[src/rtl/ex_operand_stage_pkg.sv]
// Shared core constants for the operand stage: datapath widths, ALU op codes
// and the forwarding-source select type.
package ex_operand_stage_pkg;

  localparam int CORE_XLEN       = 32;
  localparam int CORE_ALU_INST_W = 5;
  localparam int CORE_REG_AW     = 5;

  // Code 0 is the bubble op, so cleared pipeline state always reads as a NOP.
  localparam logic [CORE_ALU_INST_W-1:0] ALU_NOP       = 5'd0;
  localparam logic [CORE_ALU_INST_W-1:0] ALU_ADD       = 5'd1;
  localparam logic [CORE_ALU_INST_W-1:0] ALU_SUB       = 5'd2;
  localparam logic [CORE_ALU_INST_W-1:0] ALU_AND       = 5'd3;
  localparam logic [CORE_ALU_INST_W-1:0] ALU_OR        = 5'd4;
  localparam logic [CORE_ALU_INST_W-1:0] ALU_XOR       = 5'd5;
  localparam logic [CORE_ALU_INST_W-1:0] ALU_SLL       = 5'd6;
  localparam logic [CORE_ALU_INST_W-1:0] ALU_SRL       = 5'd7;
  localparam logic [CORE_ALU_INST_W-1:0] ALU_SRA       = 5'd8;
  localparam logic [CORE_ALU_INST_W-1:0] ALU_CMP_LESS  = 5'd9;
  localparam logic [CORE_ALU_INST_W-1:0] ALU_CMP_LESSU = 5'd10;
  localparam logic [CORE_ALU_INST_W-1:0] ALU_CMP_EQ    = 5'd11;

  typedef enum logic [1:0] {
    FWD_RF    = 2'd0,
    FWD_MEMWB = 2'd1,
    FWD_EXMEM = 2'd2
  } fwd_sel_e;

endpackage

[src/rtl/ex_operand_stage_fwd_mux.sv]
// Per-operand bypass select: EX/MEM beats MEM/WB beats the register file.
// Register x0 never takes a bypassed value.
module ex_fwd_mux
  import ex_operand_stage_pkg::*;
#(
  parameter int XLEN   = CORE_XLEN,
  parameter int REG_AW = CORE_REG_AW
) (
  input  logic [REG_AW-1:0] rs_addr_i,
  input  logic [XLEN-1:0]   rf_data_i,
  input  logic [REG_AW-1:0] exmem_rd_i,
  input  logic              exmem_wen_i,
  input  logic [XLEN-1:0]   exmem_data_i,
  input  logic [REG_AW-1:0] memwb_rd_i,
  input  logic              memwb_wen_i,
  input  logic [XLEN-1:0]   memwb_data_i,
  output logic [XLEN-1:0]   data_o
);

  fwd_sel_e sel;
  logic     exmem_hit;
  logic     memwb_hit;

  always_comb begin
    exmem_hit = exmem_wen_i && (exmem_rd_i != '0) && (exmem_rd_i == rs_addr_i);
    memwb_hit = memwb_wen_i && (memwb_rd_i != '0) && (memwb_rd_i == rs_addr_i);
    sel = FWD_RF;
    if (memwb_hit) sel = FWD_MEMWB;
    if (exmem_hit) sel = FWD_EXMEM;
  end

  always_comb begin
    data_o = rf_data_i;
    unique case (sel)
      FWD_EXMEM: data_o = exmem_data_i;
      FWD_MEMWB: data_o = memwb_data_i;
      default:   data_o = rf_data_i;
    endcase
  end

endmodule

[src/rtl/ex_operand_stage.sv]
// ID/EX pipeline register feeding the ALU: operand bypass, immediate
// sign-extension, operand select and load-use bubble insertion.
module ex_operand_stage
  import ex_operand_stage_pkg::*;
#(
  parameter int XLEN       = CORE_XLEN,
  parameter int ALU_INST_W = CORE_ALU_INST_W,
  parameter int REG_AW     = CORE_REG_AW
) (
  input  logic                  clk_i,
  input  logic                  rst_n_i,
  input  logic                  valid_i,
  output logic                  ready_o,
  input  logic                  stall_i,
  input  logic                  flush_i,
  input  logic [ALU_INST_W-1:0] alu_inst_i,
  input  logic [XLEN-1:0]       pc_i,
  input  logic [REG_AW-1:0]     rs1_addr_i,
  input  logic [REG_AW-1:0]     rs2_addr_i,
  input  logic [XLEN-1:0]       rs1_data_i,
  input  logic [XLEN-1:0]       rs2_data_i,
  input  logic [11:0]           imm12_i,
  input  logic                  use_imm_i,
  input  logic                  use_pc_i,
  input  logic [REG_AW-1:0]     rd_addr_i,
  input  logic                  rd_wen_i,
  input  logic                  mem_rd_i,
  input  logic [REG_AW-1:0]     exmem_rd_i,
  input  logic                  exmem_wen_i,
  input  logic [XLEN-1:0]       exmem_data_i,
  input  logic [REG_AW-1:0]     memwb_rd_i,
  input  logic                  memwb_wen_i,
  input  logic [XLEN-1:0]       memwb_data_i,
  output logic                  alu_valid_o,
  output logic [ALU_INST_W-1:0] alu_inst_o,
  output logic [XLEN-1:0]       alu_src1_o,
  output logic [XLEN-1:0]       alu_src2_o,
  output logic [XLEN-1:0]       rs2_fwd_o,
  output logic [REG_AW-1:0]     rd_addr_o,
  output logic                  rd_wen_o,
  output logic                  mem_rd_o
);

  logic [XLEN-1:0] rs1_fwd;
  logic [XLEN-1:0] rs2_fwd;
  logic [XLEN-1:0] imm_sext;
  logic            load_use;

  logic                  valid_q,  valid_d;
  logic [ALU_INST_W-1:0] inst_q,   inst_d;
  logic [XLEN-1:0]       src1_q,   src1_d;
  logic [XLEN-1:0]       src2_q,   src2_d;
  logic [XLEN-1:0]       rs2f_q,   rs2f_d;
  logic [REG_AW-1:0]     rd_q,     rd_d;
  logic                  rd_wen_q, rd_wen_d;
  logic                  mem_rd_q, mem_rd_d;

  ex_fwd_mux #(.XLEN(XLEN), .REG_AW(REG_AW)) u_fwd_rs1 (
    .rs_addr_i    (rs1_addr_i),
    .rf_data_i    (rs1_data_i),
    .exmem_rd_i   (exmem_rd_i),
    .exmem_wen_i  (exmem_wen_i),
    .exmem_data_i (exmem_data_i),
    .memwb_rd_i   (memwb_rd_i),
    .memwb_wen_i  (memwb_wen_i),
    .memwb_data_i (memwb_data_i),
    .data_o       (rs1_fwd)
  );

  ex_fwd_mux #(.XLEN(XLEN), .REG_AW(REG_AW)) u_fwd_rs2 (
    .rs_addr_i    (rs2_addr_i),
    .rf_data_i    (rs2_data_i),
    .exmem_rd_i   (exmem_rd_i),
    .exmem_wen_i  (exmem_wen_i),
    .exmem_data_i (exmem_data_i),
    .memwb_rd_i   (memwb_rd_i),
    .memwb_wen_i  (memwb_wen_i),
    .memwb_data_i (memwb_data_i),
    .data_o       (rs2_fwd)
  );

  assign imm_sext = {{(XLEN-12){imm12_i[11]}}, imm12_i};

  // A load sitting in EX has no data yet; an immediate-form consumer does not read rs2.
  always_comb begin
    load_use = valid_q && mem_rd_q && (rd_q != '0) && valid_i &&
               ((rd_q == rs1_addr_i) || ((rd_q == rs2_addr_i) && !use_imm_i));
  end

  assign ready_o = !stall_i && !load_use;

  always_comb begin
    valid_d  = valid_q;
    inst_d   = inst_q;
    src1_d   = src1_q;
    src2_d   = src2_q;
    rs2f_d   = rs2f_q;
    rd_d     = rd_q;
    rd_wen_d = rd_wen_q;
    mem_rd_d = mem_rd_q;
    if (flush_i || (!stall_i && (load_use || !valid_i))) begin
      valid_d  = 1'b0;
      inst_d   = ALU_NOP;
      rd_wen_d = 1'b0;
      mem_rd_d = 1'b0;
    end else if (!stall_i) begin
      valid_d  = 1'b1;
      inst_d   = alu_inst_i;
      src1_d   = use_pc_i  ? pc_i     : rs1_fwd;
      src2_d   = use_imm_i ? imm_sext : rs2_fwd;
      rs2f_d   = rs2_fwd;
      rd_d     = rd_addr_i;
      rd_wen_d = rd_wen_i;
      mem_rd_d = mem_rd_i;
    end
  end

  always_ff @(posedge clk_i or negedge rst_n_i) begin
    if (!rst_n_i) begin
      valid_q  <= 1'b0;
      inst_q   <= ALU_NOP;
      src1_q   <= '0;
      src2_q   <= '0;
      rs2f_q   <= '0;
      rd_q     <= '0;
      rd_wen_q <= 1'b0;
      mem_rd_q <= 1'b0;
    end else begin
      valid_q  <= valid_d;
      inst_q   <= inst_d;
      src1_q   <= src1_d;
      src2_q   <= src2_d;
      rs2f_q   <= rs2f_d;
      rd_q     <= rd_d;
      rd_wen_q <= rd_wen_d;
      mem_rd_q <= mem_rd_d;
    end
  end

  assign alu_valid_o = valid_q;
  assign alu_inst_o  = inst_q;
  assign alu_src1_o  = src1_q;
  assign alu_src2_o  = src2_q;
  assign rs2_fwd_o   = rs2f_q;
  assign rd_addr_o   = rd_q;
  assign rd_wen_o    = rd_wen_q;
  assign mem_rd_o    = mem_rd_q;

endmodule

[config.mk]
export PLATFORM = sky130hd
export DESIGN_NAME = ex_operand_stage
export DESIGN_NICKNAME = d
export VERILOG_FILES = /design/src/rtl/ex_operand_stage_pkg.sv /design/src/rtl/ex_operand_stage_fwd_mux.sv /design/src/rtl/ex_operand_stage.sv
export SDC_FILE = /design/constraint.sdc
export NUM_CORES = 1
export LEC_CHECK = 0
export CAP_MARGIN = 0
export CORE_MARGIN = 2
export CORE_UTILIZATION = 38
export CTS_BUF_LIST = sky130_fd_sc_hd__clkbuf_8
export CTS_CLUSTER_DIAMETER = 50
export DETAILED_ROUTE_END_ITERATION = 6
export PLACE_DENSITY = 0.86
export SYNTH_ARGS = -nofsm -noshare
export SYNTH_HDL_FRONTEND = slang
export SYNTH_SLANG_ARGS = --single-unit
[constraint.sdc]
create_clock -name clk_i -period 2.15 [get_ports clk_i]
set_clock_uncertainty 0.1 [all_clocks]
set_input_delay 0.43 -clock clk_i [delete_from_list [all_inputs] [get_ports clk_i]]
set_output_delay 0.43 -clock clk_i [all_outputs]
set_load 0.01 [all_outputs]
== Yosys cells after proc, flatten, opt, wreduce, memory -nomap -nowiden ==
Index checks and enable logic that the tools add are counted.

* Flip-flop bits (word level): 109
* RAM bits: 0
* Latch bits: 0
* Output and inout bits: 110
* Logic and storage cells: 61
* Bits of input ports: 213
* Memories: 0
* ROM bits: 0

* Equal/unequal tests: 11
* Bitwise logic cells: 2
* Divide/modulo/power cells: 0
* Order comparisons: 0
* Multiplexer cells: 16
* Multipliers: 0
* Shift-type cells: 0
* Reductions and logical operators: 24
* $add $sub $neg: 0

{| class="wikitable"
|+ Operators with widths
! operator !! count
|-
| case mux 32 bit (2 select lines) || 2
|-
| two-way mux 32 bit || 2
|-
| equality test 5 bit || 6
|-
| nonzero test 5 bit || 3
|-
| logical AND 1 bit || 13
|-
| two-way mux 5 bit || 2
|-
| two-way mux 1 bit || 8
|-
| equality test 2 x 1 -> 1 bit, second input constant || 2
|-
| equality test 2 bit, second input constant || 2
|-
| zero test 1 bit || 4
|-
| two-way mux 2 bit || 2
|-
| logical OR 1 bit || 3
|-
| inequality test 2 x 1 -> 1 bit, second input constant || 1
|-
| NOT 1 bit || 2
|-
| AND reduction 2 bit || 1
|}

== Longest topological paths before layout ==
* Word-level depth: 9
* Gate-level depth with buffers: 9
* Gate-level depth less buffers: 6

== Modules after synthesis ==
Synthesis repeated with hierarchy kept, for this count alone.

* Cell total of the unflattened synthesis: 708
* Area total of the unflattened synthesis: 7,990.2 um^2

{| class="wikitable"
|+ Modules (own cells, without submodules)
! module !! instances !! area each (um^2) !! cells each !! seq. area each (um^2)
|-
| ex_operand_stage || 1 || 4,949.7 || 348 || 2,727.6
|-
| ex_fwd_mux || 2 || 1,520.2 || 180 || 0.0
|}

== Worst setup path after synthesis ==
Ideal clock, no wire load.

* Path kind: input port to flip-flop
* Start point: input port memwb_rd_i[0]
* End point: register rs2f_q[21] (netlist: rs2_fwd_o[21])
* Buffers on the path: 2
* Required time: 1.918 ns
* Cell stages on the path: 8
* Setup slack: 0.005 ns
* Arrival time: 1.913 ns
* Cell sequence: or4_1 -> o21a_1 -> and3_1 -> buf_2 -> buf_6 -> a21oi_1 -> a21o_1 -> o21ai_1

* Longest elaborated chain between the ends: 7

{| class="wikitable"
|+ Ends and longest elaborated chain
! element !! RTL line !! RTL
|-
| start: declaration || ex_operand_stage.sv:31 || <nowiki>input logic [REG_AW-1:0] memwb_rd_i,</nowiki>
|-
| nonzero test 5 bit || ex_operand_stage_fwd_mux.sv:26 || <nowiki>memwb_hit = memwb_wen_i && (memwb_rd_i != '0) && (memwb_rd_i == rs_addr_i);</nowiki>
|-
| logical AND 1 bit || ex_operand_stage_fwd_mux.sv:26 ||
|-
| logical AND 1 bit * || ex_operand_stage_fwd_mux.sv:26 ||
|-
| two-way mux 1 bit * || ex_operand_stage_fwd_mux.sv:28 || <nowiki>if (memwb_hit) sel = FWD_MEMWB;</nowiki>
|-
| two-way mux 2 bit * || ex_operand_stage_fwd_mux.sv:29 || <nowiki>if (exmem_hit) sel = FWD_EXMEM;</nowiki>
|-
| equality test 2 x 1 -> 1 bit or equality test 2 bit (tied branches) || ex_operand_stage_fwd_mux.sv:34 || <nowiki>unique case (sel)</nowiki>
|-
| case mux 32 bit (2 select lines) * || ex_operand_stage_fwd_mux.sv:34 ||
|-
| end signal: assignment || ex_operand_stage.sv:133 || <nowiki>rs2f_q <= rs2f_d;</nowiki>
|-
| end: declaration || ex_operand_stage.sv:53 || <nowiki>logic [XLEN-1:0] rs2f_q, rs2f_d;</nowiki>
|}

Mark *: on every way between the ends. The rest lies on a longest branch, timed or not.
A chain may end at the register's enable or synchronous reset.

== Worst setup path after layout ==
* Start point: register rd_q[3] (netlist: rd_addr_o[3])
* End point: output port ready_o

* Longest elaborated chain between the ends: 6

{| class="wikitable"
|+ Ends and longest elaborated chain
! element !! RTL line !! RTL
|-
| start: declaration || ex_operand_stage.sv:54 || <nowiki>logic [REG_AW-1:0] rd_q, rd_d;</nowiki>
|-
| start signal: assignment || ex_operand_stage.sv:134 || <nowiki>rd_q <= rd_d;</nowiki>
|-
| equality test 5 bit or nonzero test 5 bit (tied branches) || ex_operand_stage.sv:87, ex_operand_stage.sv:86 ||
|-
| logical AND 1 bit (on tied branches) || ex_operand_stage.sv:87, ex_operand_stage.sv:86 ||
|-
| logical OR 1 bit or logical AND 1 bit (tied branches) || ex_operand_stage.sv:87, ex_operand_stage.sv:86 ||
|-
| logical AND 1 bit * || ex_operand_stage.sv:86 || <nowiki>load_use = valid_q && mem_rd_q && (rd_q != '0) && valid_i &&</nowiki>
|-
| zero test 1 bit * || ex_operand_stage.sv:90 || <nowiki>assign ready_o = !stall_i && !load_use;</nowiki>
|-
| logical AND 1 bit * || ex_operand_stage.sv:90 ||
|-
| end: declaration || ex_operand_stage.sv:13 || <nowiki>output logic ready_o,</nowiki>
|}

Marks and branches as above.

==> flow_summary_export.csv <==
group,metric,value,unit
cells_and_area,drive_gt1_frac,0.3043,
floorplanning,fp.dieArea,18140,um^2
run,max-cap-violations,0,
placement,io_buffers,322,
detailed_routing,via_per_inst,5.859,
placement,hpwl,20380,um
synth,synth.distinct_cells,37,
synth,ys_ff_latch,109,
clock_network,clk_path_buf_depth,2,
timing,drv_slew,0,
detailed_routing,drt-initial-drc-count,758,
clock_network,tritoncts,"yes",
cells_and_area,seqCellArea,2728,um^2
cells_and_area,num-fill-cells,1126,
timing,rsz0062_at_grt,"true",
clock_network,clkTransAtPathRegs,0.11,ns
cells_and_area,nNetsFinal,1358,
floorplanning,io_pins,323,
timing,worst_slew_pin_slew,0.6739,ns
grt,antenna_found_initial,0,
worst_setup_path,rr_worst_depth,11,
synth,async_reset_ff_frac,1.000,
worst_setup_path,r2r-start,"rd_addr_o[3]$_DFFE_PN0P_",
synth,syn_area,6491,um^2
worst_setup_path,crit_type,"flip-flop to output pin",
timing,post-route-min-period,2.595,ns
timing,post-route-period-util,1.207,
worst_setup_path,r2r_slack,-0.29,ns
grt,grt_pass1_vias,7875,
hold_path,hp-class,"flip-flop to flip-flop",
hold_path,min_from,"alu_src1_o[10]$_DFFE_PN0P_",
synth,synthFlopType,"dfrtp_1",
worst_setup_path,worstSetupStartpointType,"flip-flop",
floorplanning,rows,47,
synth,syn_avg_cell_area,8.748,um^2
detailed_routing,vias,8027,
floorplanning,die_x,134.7,um
detailed_routing,wl,31380,um
placement,gp_congestion,0.8958,
clock_network,ctsHtreeMaxLevel,3,
clock_network,numCtsBuffers,9,
synth,yosysSeqAreaShare,0.4202,
hold_path,holdPathStages,2,
worst_setup_path,r2r-end,"alu_src2_o[9]$_DFFE_PN0P_",
worst_setup_path,crit_fanout,4,
power_and_ir_drop,ir_worst_vdd,0.3080,mV
grt,grt.total_usage,0.3241,
outcome,status,"finished with violations",
worst_setup_path,cp.arrival,2.07,ns
detailed_routing,routedWlPerCell,22.90,um
worst_setup_path,required,1.62,ns
power_and_ir_drop,leakagePower,5.524,nW
floorplanning,start_util,0.3900,
synth,synth_warnings,0,
detailed_routing,antenna_left,0,
synth,synth_edf_count,0,
hold_path,hold_end,"alu_src1_o[10]$_DFFE_PN0P_",
outcome,violations,"negative setup slack",
synth,synth_nets,955,
cells_and_area,layout-area-overhead-vs-synth,93.52,%
floorplanning,die_h,134.7,um
timing,hold_violations,0,
cells_and_area,multi_input_area,4141,um^2
detailed_routing,drt_pass1_iterations,5,
timing,setup_violations,110,
grt,grt_pass1_wl,44710,um
synth,syn_inst,742,
timing,fin_hold_ws,0.3977,ns
timing,relSlewSlack,0.5508,
grt,grt_overflow,0,
power_and_ir_drop,power_density,545.2,nW/um^2
timing,max_clock_freq,385.3,MHz
detailed_routing,drcViolationCount,0,
timing,setup_ws,-0.4451,ns
clock_network,clkSinkCount,109,
grt,grt_max_degree,65,
clock_network,insertion_delay,0.39,ns
floorplanning,core_area,16640,um^2
timing,setup_tns,-20.06,ns
worst_setup_path,endpoint_kind,"output pin",
cells_and_area,insertedDiodeCount,0,
clock_network,clockRootBuffer,"clkbuf_8",
==> critical path: stages (launching register included) <==
cell	delay [ns]
dfrtp_1	0.44
buf_6	0.14
xnor2_2	0.11
nand4_1	0.15
o32a_1	0.38
nor2_1	0.13
buf_4	0.14
a21oi_2	0.05
buf_2	0.14
==> report_power, final <==
part / total (mW) / switching [mW] / internal [mW]
Sequential: 2.71 / 0.313 / 2.39
Clock: 1.25 / 0.810 / 0.439
Combinational: 2.89 / 1.17 / 1.72
==> cells by family after synthesis <==
logic type      Yosys count  share of synthesized area
compound gates          279                     0.3076
xor+xnor                 30                    0.04048
buf+inv                  98                    0.07382
flops                   109                     0.4202
mux                       5                   0.008673
simple gates            221                     0.1492
==> metal layers <==
metal	wire length (um)	GRT usage	vias to the layer above
met5	0	0	-
met4	1275	0.1497	0
met3	2688	0.07095	92
met2	15470	0.5488	507
met1	11940	0.3941	3931
li1	-	-	3497
==> area by class of cell <==
type                            instances  area share
Inverter                               32    0.009562
Tap cell                              220     0.02191
Sequential cell                       109      0.2171
Clock buffer                            9    0.009861
Timing Repair Buffer                  457      0.4072
Clock inverter                          7    0.004681
Multi-Input combinational cell        536      0.3297
==> flip-flops by register name, summed over array words and instances (netlist names) <==
signal	flops
alu_inst_o	5
alu_src1_o	32
alu_src2_o	32
alu_valid_o	1
mem_rd_o	1
rd_addr_o	5
rd_wen_o	1
rs2_fwd_o	32
==> synthesized netlist by cell type, drive strengths merged (4+ instances only) <==
master | count | area share
a211o | 29 | 0.039
a21o | 32 | 0.037
a21oi | 74 | 0.066
a22o | 7 | 0.0094
a2bb2oi | 32 | 0.043
a32o | 32 | 0.049
buf | 44 | 0.043
clkbuf | 22 | 0.013
dfrtp | 109 | 0.42
inv | 32 | 0.019
mux2 | 5 | 0.0087
nand2 | 102 | 0.059
nand3 | 68 | 0.054
nor2 | 38 | 0.022
o21ai | 62 | 0.048
or4 | 4 | 0.0052
xnor2 | 13 | 0.018
xor2 | 17 | 0.023
==> through the flow <==
step / setup WS [ns] / std cells / util / power, mW / area [um^2]
floorplan: 0.004815 / 742 / - / 3.461 / 6491
global placement: -0.7444 / 1302 / 0.6333 / 5.017 / 10540
detailed placement: -0.7505 / 1302 / 0.6333 / 5.062 / 10540
CTS: -0.4202 / 1364 / 0.7171 / 6.534 / 11930
global route: -0.6190 / 1370 / 0.7548 / 7.139 / 12560
finish: -0.4451 / 1370 / 0.7548 / 6.849 / 12560
==> worst max-delay path by stage <==
| stage | depth (start not counted) | from | end | slack (ns) |
|---|---|---|---|---|
| after floorplan | 8 | memwb_rd_i[0] | rs2_fwd_o[21]$_DFFE_PN0P_ | 0.005 |
| after global placement | 8 | rs2_addr_i[0] | ready_o | -0.74 |
| after detailed placement | 8 | rs2_addr_i[0] | ready_o | -0.75 |
| after CTS | 8 | rd_addr_o[3]$_DFFE_PN0P_ | ready_o | -0.42 |
| after global routing | 8 | rd_addr_o[3]$_DFFE_PN0P_ | ready_o | -0.62 |
| final | 8 | rd_addr_o[3]$_DFFE_PN0P_ | ready_o | -0.45 |
==> what timing repair did <==
| action | in CTS | in global routing |
|---|---|---|
| cloned | 19 | 5 |
| hold buffers | 1 | 0 |
| setup endpoints to repair | 102 | 110 |
| buffers inserted | 29 | 9 |
| resized for setup | 143 | 150 |
| pin swaps | 47 | 84 |
| hold endpoints to repair | 31 | 0 |
==> cells in the final DEF (no fill, tap or decap), types with 3 or more instances in the layout <==
master	count
buf_2	3
a2bb2oi_1	5
nand2_1	44
xor2_1	17
buf_16	9
a211o_1	29
nor2_1	28
a311o_1	3
xnor2_1	12
nand2_4	25
clkdlybuf4s50_1	304
clkbuf_16	5
dfrtp_1	109
inv_1	32
a21oi_1	44
mux2_4	4
or4_4	3
nor2_2	9
buf_12	36
nand3_1	65
nand2_2	33
dlygate4sd2_1	14
a22o_1	7
buf_4	55
a21oi_4	6
o21ai_1	13
a311oi_2	3
buf_6	18
clkinvlp_4	3
buf_8	10
a21o_1	32
clkbuf_8	9
o21ai_2	48
a2bb2oi_2	27
a21oi_2	25
a32o_1	32
Note: power is estimated with default switching activity, not from simulation.
